===== config.mk =====
export PLATFORM = sky130hd
export DESIGN_NAME = booth_r4_iter_mul
export DESIGN_NICKNAME = d
export VERILOG_FILES = /design/src/rtl/booth_mul_pkg.sv /design/src/rtl/booth_r4_ppg.sv /design/src/rtl/booth_r4_iter_mul.sv
export SDC_FILE = /design/constraint.sdc
export NUM_CORES = 1
export LEC_CHECK = 0
export CAP_MARGIN = 40
export CORE_ASPECT_RATIO = 2
export CORE_MARGIN = 2
export CORE_UTILIZATION = 52
export CTS_CLUSTER_SIZE = 16
export DETAILED_ROUTE_END_ITERATION = 8
export PLACE_DENSITY_LB_ADDON = 0.15
export SYNTH_ARGS = -nofsm -noshare
export SYNTH_HDL_FRONTEND = slang
export SYNTH_SLANG_ARGS = --single-unit

===== constraint.sdc =====
create_clock -name clk -period 6.8 [get_ports clk]
set_input_delay 1.36 -clock clk [delete_from_list [all_inputs] [get_ports clk]]
set_output_delay 1.36 -clock clk [all_outputs]
set_load 0.01 [all_outputs]

===== src/rtl/booth_mul_pkg.sv =====
// Shared definitions for the radix-4 Booth iterative multiplier.
//   state_t       : controller states (IDLE, CALC, DONE)
//   digit_t       : 3-bit Booth digit codes (ZERO, P1, P2, M2, M1)
//   booth_classify: maps a 3-bit multiplier window to its digit code
//   booth_decode  : maps a 3-bit multiplier window to {neg, two, zero}
package booth_mul_pkg;

  typedef enum logic [1:0] {
    IDLE = 2'd0,
    CALC = 2'd1,
    DONE = 2'd2
  } state_t;

  typedef enum logic [2:0] {
    DIG_ZERO = 3'd0,
    DIG_P1   = 3'd1,
    DIG_P2   = 3'd2,
    DIG_M2   = 3'd3,
    DIG_M1   = 3'd4
  } digit_t;

  // Window is {b[2i+1], b[2i], b[2i-1]}. Note that 3'b111 is the "-0" digit:
  // it classifies as ZERO, but booth_decode still reports neg for it.
  function automatic digit_t booth_classify(input logic [2:0] win);
    case (win)
      3'b001, 3'b010: booth_classify = DIG_P1;
      3'b011:         booth_classify = DIG_P2;
      3'b100:         booth_classify = DIG_M2;
      3'b101, 3'b110: booth_classify = DIG_M1;
      default:        booth_classify = DIG_ZERO;
    endcase
  endfunction

  // Returns {neg, two, zero}. The -0 digit yields neg=1, zero=1; inverting 0
  // plus the injected +1 still sums to zero, so no special case is needed.
  function automatic logic [2:0] booth_decode(input logic [2:0] win);
    logic neg;
    logic two;
    logic zero;
    neg  = win[2];
    two  = (win == 3'b011) || (win == 3'b100);
    zero = (win == 3'b000) || (win == 3'b111);
    booth_decode = {neg, two, zero};
  endfunction

endpackage


===== src/rtl/booth_r4_ppg.sv =====
// Combinational radix-4 Booth partial-product generator.
// Ports:
//   mulcand : WIDTH-bit multiplicand
//   digit   : 3-bit Booth window of the multiplier
//   sign    : 1 = multiplicand is two's complement, 0 = unsigned
//   pp      : WIDTH+2-bit partial product, already inverted for negative digits
//   neg     : 1 when pp is inverted; the +1 of the negation is added by the caller
module booth_r4_ppg
  import booth_mul_pkg::*;
#(
  parameter int WIDTH = 32
) (
  input  logic [WIDTH-1:0] mulcand,
  input  logic [2:0]       digit,
  input  logic             sign,
  output logic [WIDTH+1:0] pp,
  output logic             neg
);

  logic [2:0]       dec;
  logic [WIDTH+1:0] m_ext;
  logic [WIDTH+1:0] mag;

  // WIDTH+2 bits hold 2M for both signed and unsigned multiplicands.
  always_comb begin
    dec   = booth_decode(digit);
    m_ext = {{2{sign & mulcand[WIDTH-1]}}, mulcand};
    if (dec[0]) begin
      mag = '0;
    end else if (dec[1]) begin
      mag = {m_ext[WIDTH:0], 1'b0};
    end else begin
      mag = m_ext;
    end
    neg = dec[2];
    pp  = neg ? ~mag : mag;
  end

endmodule


===== src/rtl/booth_r4_iter_mul.sv =====
// Iterative radix-4 Booth multiplier, one Booth digit per clock.
// Optional feature macro: BOOTH_MUL_ACC_EN (adds acc_in, product = a*b + acc_in).
// Ports:
//   clk, rst_n           : clock, asynchronous active-low reset
//   in_valid / in_ready  : operand handshake (in_ready only in IDLE)
//   mulcand, mulplier    : WIDTH-bit operands
//   sign                 : 1 = both operands signed, 0 = both unsigned
//   acc_in               : 2*WIDTH-bit addend (only with BOOTH_MUL_ACC_EN)
//   out_valid / out_ready: result handshake (out_valid only in DONE)
//   product              : 2*WIDTH-bit result, held until the next result
//   busy                 : high in CALC or DONE
module booth_r4_iter_mul
  import booth_mul_pkg::*;
#(
  parameter int WIDTH = 32
) (
  input  logic               clk,
  input  logic               rst_n,
  input  logic               in_valid,
  output logic               in_ready,
  input  logic [WIDTH-1:0]   mulcand,
  input  logic [WIDTH-1:0]   mulplier,
  input  logic               sign,
`ifdef BOOTH_MUL_ACC_EN
  input  logic [2*WIDTH-1:0] acc_in,
`endif
  output logic               out_valid,
  input  logic               out_ready,
  output logic [2*WIDTH-1:0] product,
  output logic               busy
);

  localparam int PW     = 2 * WIDTH;
  localparam int DIGITS = WIDTH / 2 + 1;
  localparam int CW     = $clog2(DIGITS);
  localparam logic [CW-1:0] LAST = CW'(DIGITS - 1);

  state_t           state_q, state_d;
  logic [WIDTH-1:0] mcand_q;
  logic             sign_q;
  logic [WIDTH+2:0] mr_q;
  logic [CW-1:0]    count_q;
  logic [PW-1:0]    acc_q;
  logic [PW-1:0]    product_q;

  logic [WIDTH+1:0] pp;
  logic             neg;
  logic [PW-1:0]    pp_ext;
  logic [PW-1:0]    neg_ext;
  logic [CW:0]      shamt;
  logic [PW-1:0]    acc_sum;

  // The multiplier register carries an implicit 0 below bit 0, so the low
  // three bits are always the current Booth window; it shifts by two per digit.
  booth_r4_ppg #(.WIDTH(WIDTH)) u_ppg (
    .mulcand (mcand_q),
    .digit   (mr_q[2:0]),
    .sign    (sign_q),
    .pp      (pp),
    .neg     (neg)
  );

  // Digit i carries weight 4^i; the +1 of a negated partial product rides
  // along at the same weight. Bits beyond 2*WIDTH are dropped (mod 2^(2W)).
  always_comb begin
    pp_ext  = {{(PW-WIDTH-2){pp[WIDTH+1]}}, pp};
    neg_ext = {{(PW-1){1'b0}}, neg};
    shamt   = {count_q, 1'b0};
    acc_sum = acc_q + (pp_ext << shamt) + (neg_ext << shamt);
  end

  always_ff @(posedge clk or negedge rst_n) begin
    if (!rst_n) begin
      state_q <= IDLE;
    end else begin
      state_q <= state_d;
    end
  end

  // Handshake outputs are decoded purely from state so reset clears them at once.
  always_comb begin
    state_d   = state_q;
    in_ready  = 1'b0;
    out_valid = 1'b0;
    busy      = 1'b0;
    unique case (state_q)
      IDLE: begin
        in_ready = 1'b1;
        if (in_valid) state_d = CALC;
      end
      CALC: begin
        busy = 1'b1;
        if (count_q == LAST) state_d = DONE;
      end
      DONE: begin
        busy      = 1'b1;
        out_valid = 1'b1;
        if (out_ready) state_d = IDLE;
      end
      default: state_d = IDLE;
    endcase
  end

  // Operands are only sampled in IDLE, so input activity in CALC/DONE is ignored.
  always_ff @(posedge clk or negedge rst_n) begin
    if (!rst_n) begin
      mcand_q   <= '0;
      sign_q    <= 1'b0;
      mr_q      <= '0;
      count_q   <= '0;
      acc_q     <= '0;
      product_q <= '0;
    end else begin
      unique case (state_q)
        IDLE: begin
          if (in_valid) begin
            mcand_q <= mulcand;
            sign_q  <= sign;
            mr_q    <= {{2{sign & mulplier[WIDTH-1]}}, mulplier, 1'b0};
            count_q <= '0;
`ifdef BOOTH_MUL_ACC_EN
            acc_q   <= acc_in;
`else
            acc_q   <= '0;
`endif
          end
        end
        CALC: begin
          acc_q   <= acc_sum;
          mr_q    <= mr_q >> 2;
          count_q <= count_q + 1'b1;
          if (count_q == LAST) product_q <= acc_sum;
        end
        default: begin
        end
      endcase
    end
  end

  assign product = product_q;

endmodule


==> flow_summary.yaml <==
timing:
  worstMarginPinSlew_ns: 0.869
  fmax_mhz: 153
  setup_violations: 0
  rsz0062_at_grt: "false"
  hold_violations: 0
  setup_ws_ns: 0.285
  slew_headroom_pct: 41.6
  finalClockSkew_ns: 0.0147
  min_period_over_period_pct: 95.8
  fin_tns_setup_ns: 0
  drv_slew: 0
  min_period_ns: 6.51
drt:
  firstDrtPassIters: 5
  routed_wl_microns: 63400
  drt-initial-drc-count: 1030
  vias: 16100
  ant_nets: 0
  drc: 0
  via_per_inst: 6.44
  wire_per_inst_microns: 25.3
global_routing:
  antenna_found_initial: 0
  grt_max_degree: 89
  grt_pass1_vias: 16600
  grt_overflow: 0
  grt_usage_pct: 37.1
  grt_pass1_wl_microns: 96600
cells_and_area:
  layout_commonest_cell: "nand2_1"
  most-common-layout-cells: "nand2_1 (254), dfrtp_1 (197), a21oi_1 (145), clkdlybuf4s50_1 (134), nor2_1 (124)"
  nNetsFinal: 2265
  layout-drive-gt1-share_pct: 10.3
  n_antenna_cell: 0
  area_delta_synth_final_pct: 15.4
die:
  coreArea_sq_um: 32100
  pin_count: 136
  die_h_microns: 259
  die_area_sq_um: 34000
  chipWidth_microns: 131
  row_count: 93
  initial_utilization_pct: 52.5
synth:
  yosysTopAreaCell: "dfrtp_1"
  synthDistinctLibCells: 85
  netlist_area_sq_um: 16900
  ys_ff_latch: 202
  syn_inst: 1984
  synth_top_area_share_pct: 30.0
  netlist_top_cells_area: "dfrtp_1 (30%), ha_1 (7.3%), nand2_1 (5.7%)"
  syn-num-nets: 2184
  synth_enable_flop_cells: 0
  async_reset_ff_share_pct: 100
  yosysWarnings: 0
  synth-main-ff-cell: "dfrtp_1"
  syn_avg_cell_area_sq_um: 8.50
  yosysSeqAreaShare_pct: 30.0
setup_path:
  worst_setup_path_end_kind: "flop"
  path_max_fanout: 25
  startpoint: "mr_q[2]"
  r2r.worst_path.cells: 17
  crit_type: "reg2reg"
  reg2reg_to: "product[32]"
  r2r-start: "mr_q[2]"
  critPathArrivalTime_ns: 6.98
  worstSetupStartpointType: "flop"
  endpoint: "product[32]"
  r2r_slack_ns: 0.29
  crit_required_ns: 7.27
hold_path:
  hp-class: "reg2reg"
cts:
  cts_buffer_depth: 3
  cts-hold-fix-buffers: 0
  numCtsBuffers: 21
  cts_tree: "built"
  cts_root_buf: "clkbuf_16"
  cts_resized: 0
  clk_pin_slew_ns: 0.06
  htree_num_levels: 1
  clkLatencyLatePin_ns: 0.54
  post_cts_buffers: 0
  cts_sinks: 202
status:
  status: "completed"
placed_design:
  place_ws_ns: 0.468
  routabilityCongestion: 1.06
  portBuffers: 135
  hpwl_microns: 49700
run:
  maxCapViolations: 0
## final cells by class
cell class              instances  area (sq um)
flip-flops and latches        202          5060
inverters                      75           282
fillers                      2976         12700
multi-input cells            1553         10900
well taps                     427           534
repair buffers                212          2040
clock inverters                12          98.8
clock buffers                  25           561
## per-layer routing
metal	share of wire [%]	vias up	GRT usage [%]
met3	4.7	279	5.36
met1	32	7880	35.3
met2	53	595	69.3
met5	0	-	0
li1	-	7374	-
met4	10	0	31.8
## through the flow
stage                     area [sq um]  hold WS, ns  instances  util [%]
after floorplan                  16900        0.450       1984         -
after global placement           18600        0.461       2460      58.1
after detailed placement         18800        0.459       2468      58.5
after CTS                        19400        0.478       2505      60.6
after global routing             19500        0.489       2506      60.6
final                            19500        0.476       2506      60.6
## synth_stat cells (7+ instances only)
master,n
nand2_1,255
dfrtp_1,202
a21oi_1,146
nor2_1,125
o21ai_0,107
clkbuf_1,101
ha_1,98
inv_1,74
mux2_2,61
mux2i_1,61
o22ai_1,61
a21o_1,58
a22o_1,39
nor3_1,38
nand3_1,35
fa_1,33
xnor2_1,32
a211oi_1,31
a221o_1,28
a31oi_1,25
nor2b_1,24
xor2_1,24
nand4_1,23
buf_1,19
nand3b_1,18
nand2b_1,17
o21a_1,17
and3_1,16
buf_2,16
and2_1,15
o31ai_1,15
a211o_1,12
buf_4,11
o211ai_1,9
o21bai_1,9
or2_2,8
or3_1,7
## sequential cells by signal, summed over array words and instances (netlist names)
| register | flops |
|---|---|
| product | 64 |
| count_q | 5 |
| mr_q | 34 |
| mcand_q | 32 |
| state_q | 2 |
| acc_q | 64 |
| sign_q | 1 |
## kinds of logic (layout without fill, tap and decap cells)
family                     Yosys count  in the layout  synth area share (%)
buffers and inverters              229            324                  5.73
and+or+nand+nor                    609            609                  16.9
DFF                                202            202                  30.0
muxes                              123            123                  7.83
AOI/OAI and AO/OA                  629            629                  25.2
adders and majority gates          135            135                  11.4
xor gates and xnor gates            57             57                  3.00
## worst min-delay path by stage
stage | cells past startpoint | endpoint | slack (ns) | start
after floorplan | 2 | mr_q[25] | 0.45 | mr_q[25]
after global placement | 2 | product[14] | 0.46 | product[14]
after global routing | 2 | product[46] | 0.49 | product[46]
after CTS | 2 | product[14] | 0.48 | product[14]
after detailed placement | 2 | product[14] | 0.46 | product[14]
final | 2 | product[6] | 0.48 | product[6]
## worst max-delay path: stages (launching register included)
cell and delay (ns):
dfrtp_2 0.61, and3_1 0.50, a221o_1 0.37, a2111oi_0 0.30, a21oi_1 0.14, mux2i_1 0.45
mux2i_1 0.23, and2_1 0.21, ha_1 0.28, ha_1 0.37, a21oi_1 0.46, o211ai_1 0.27
o21ai_0 0.56, a21oi_1 0.18, o2111ai_1 0.39, nand2_1 0.25, xor2_1 0.57, mux2_2 0.27
Power is not shown: default switching activity piles up to over one toggle a cycle in this logic, so the estimate is an artifact.
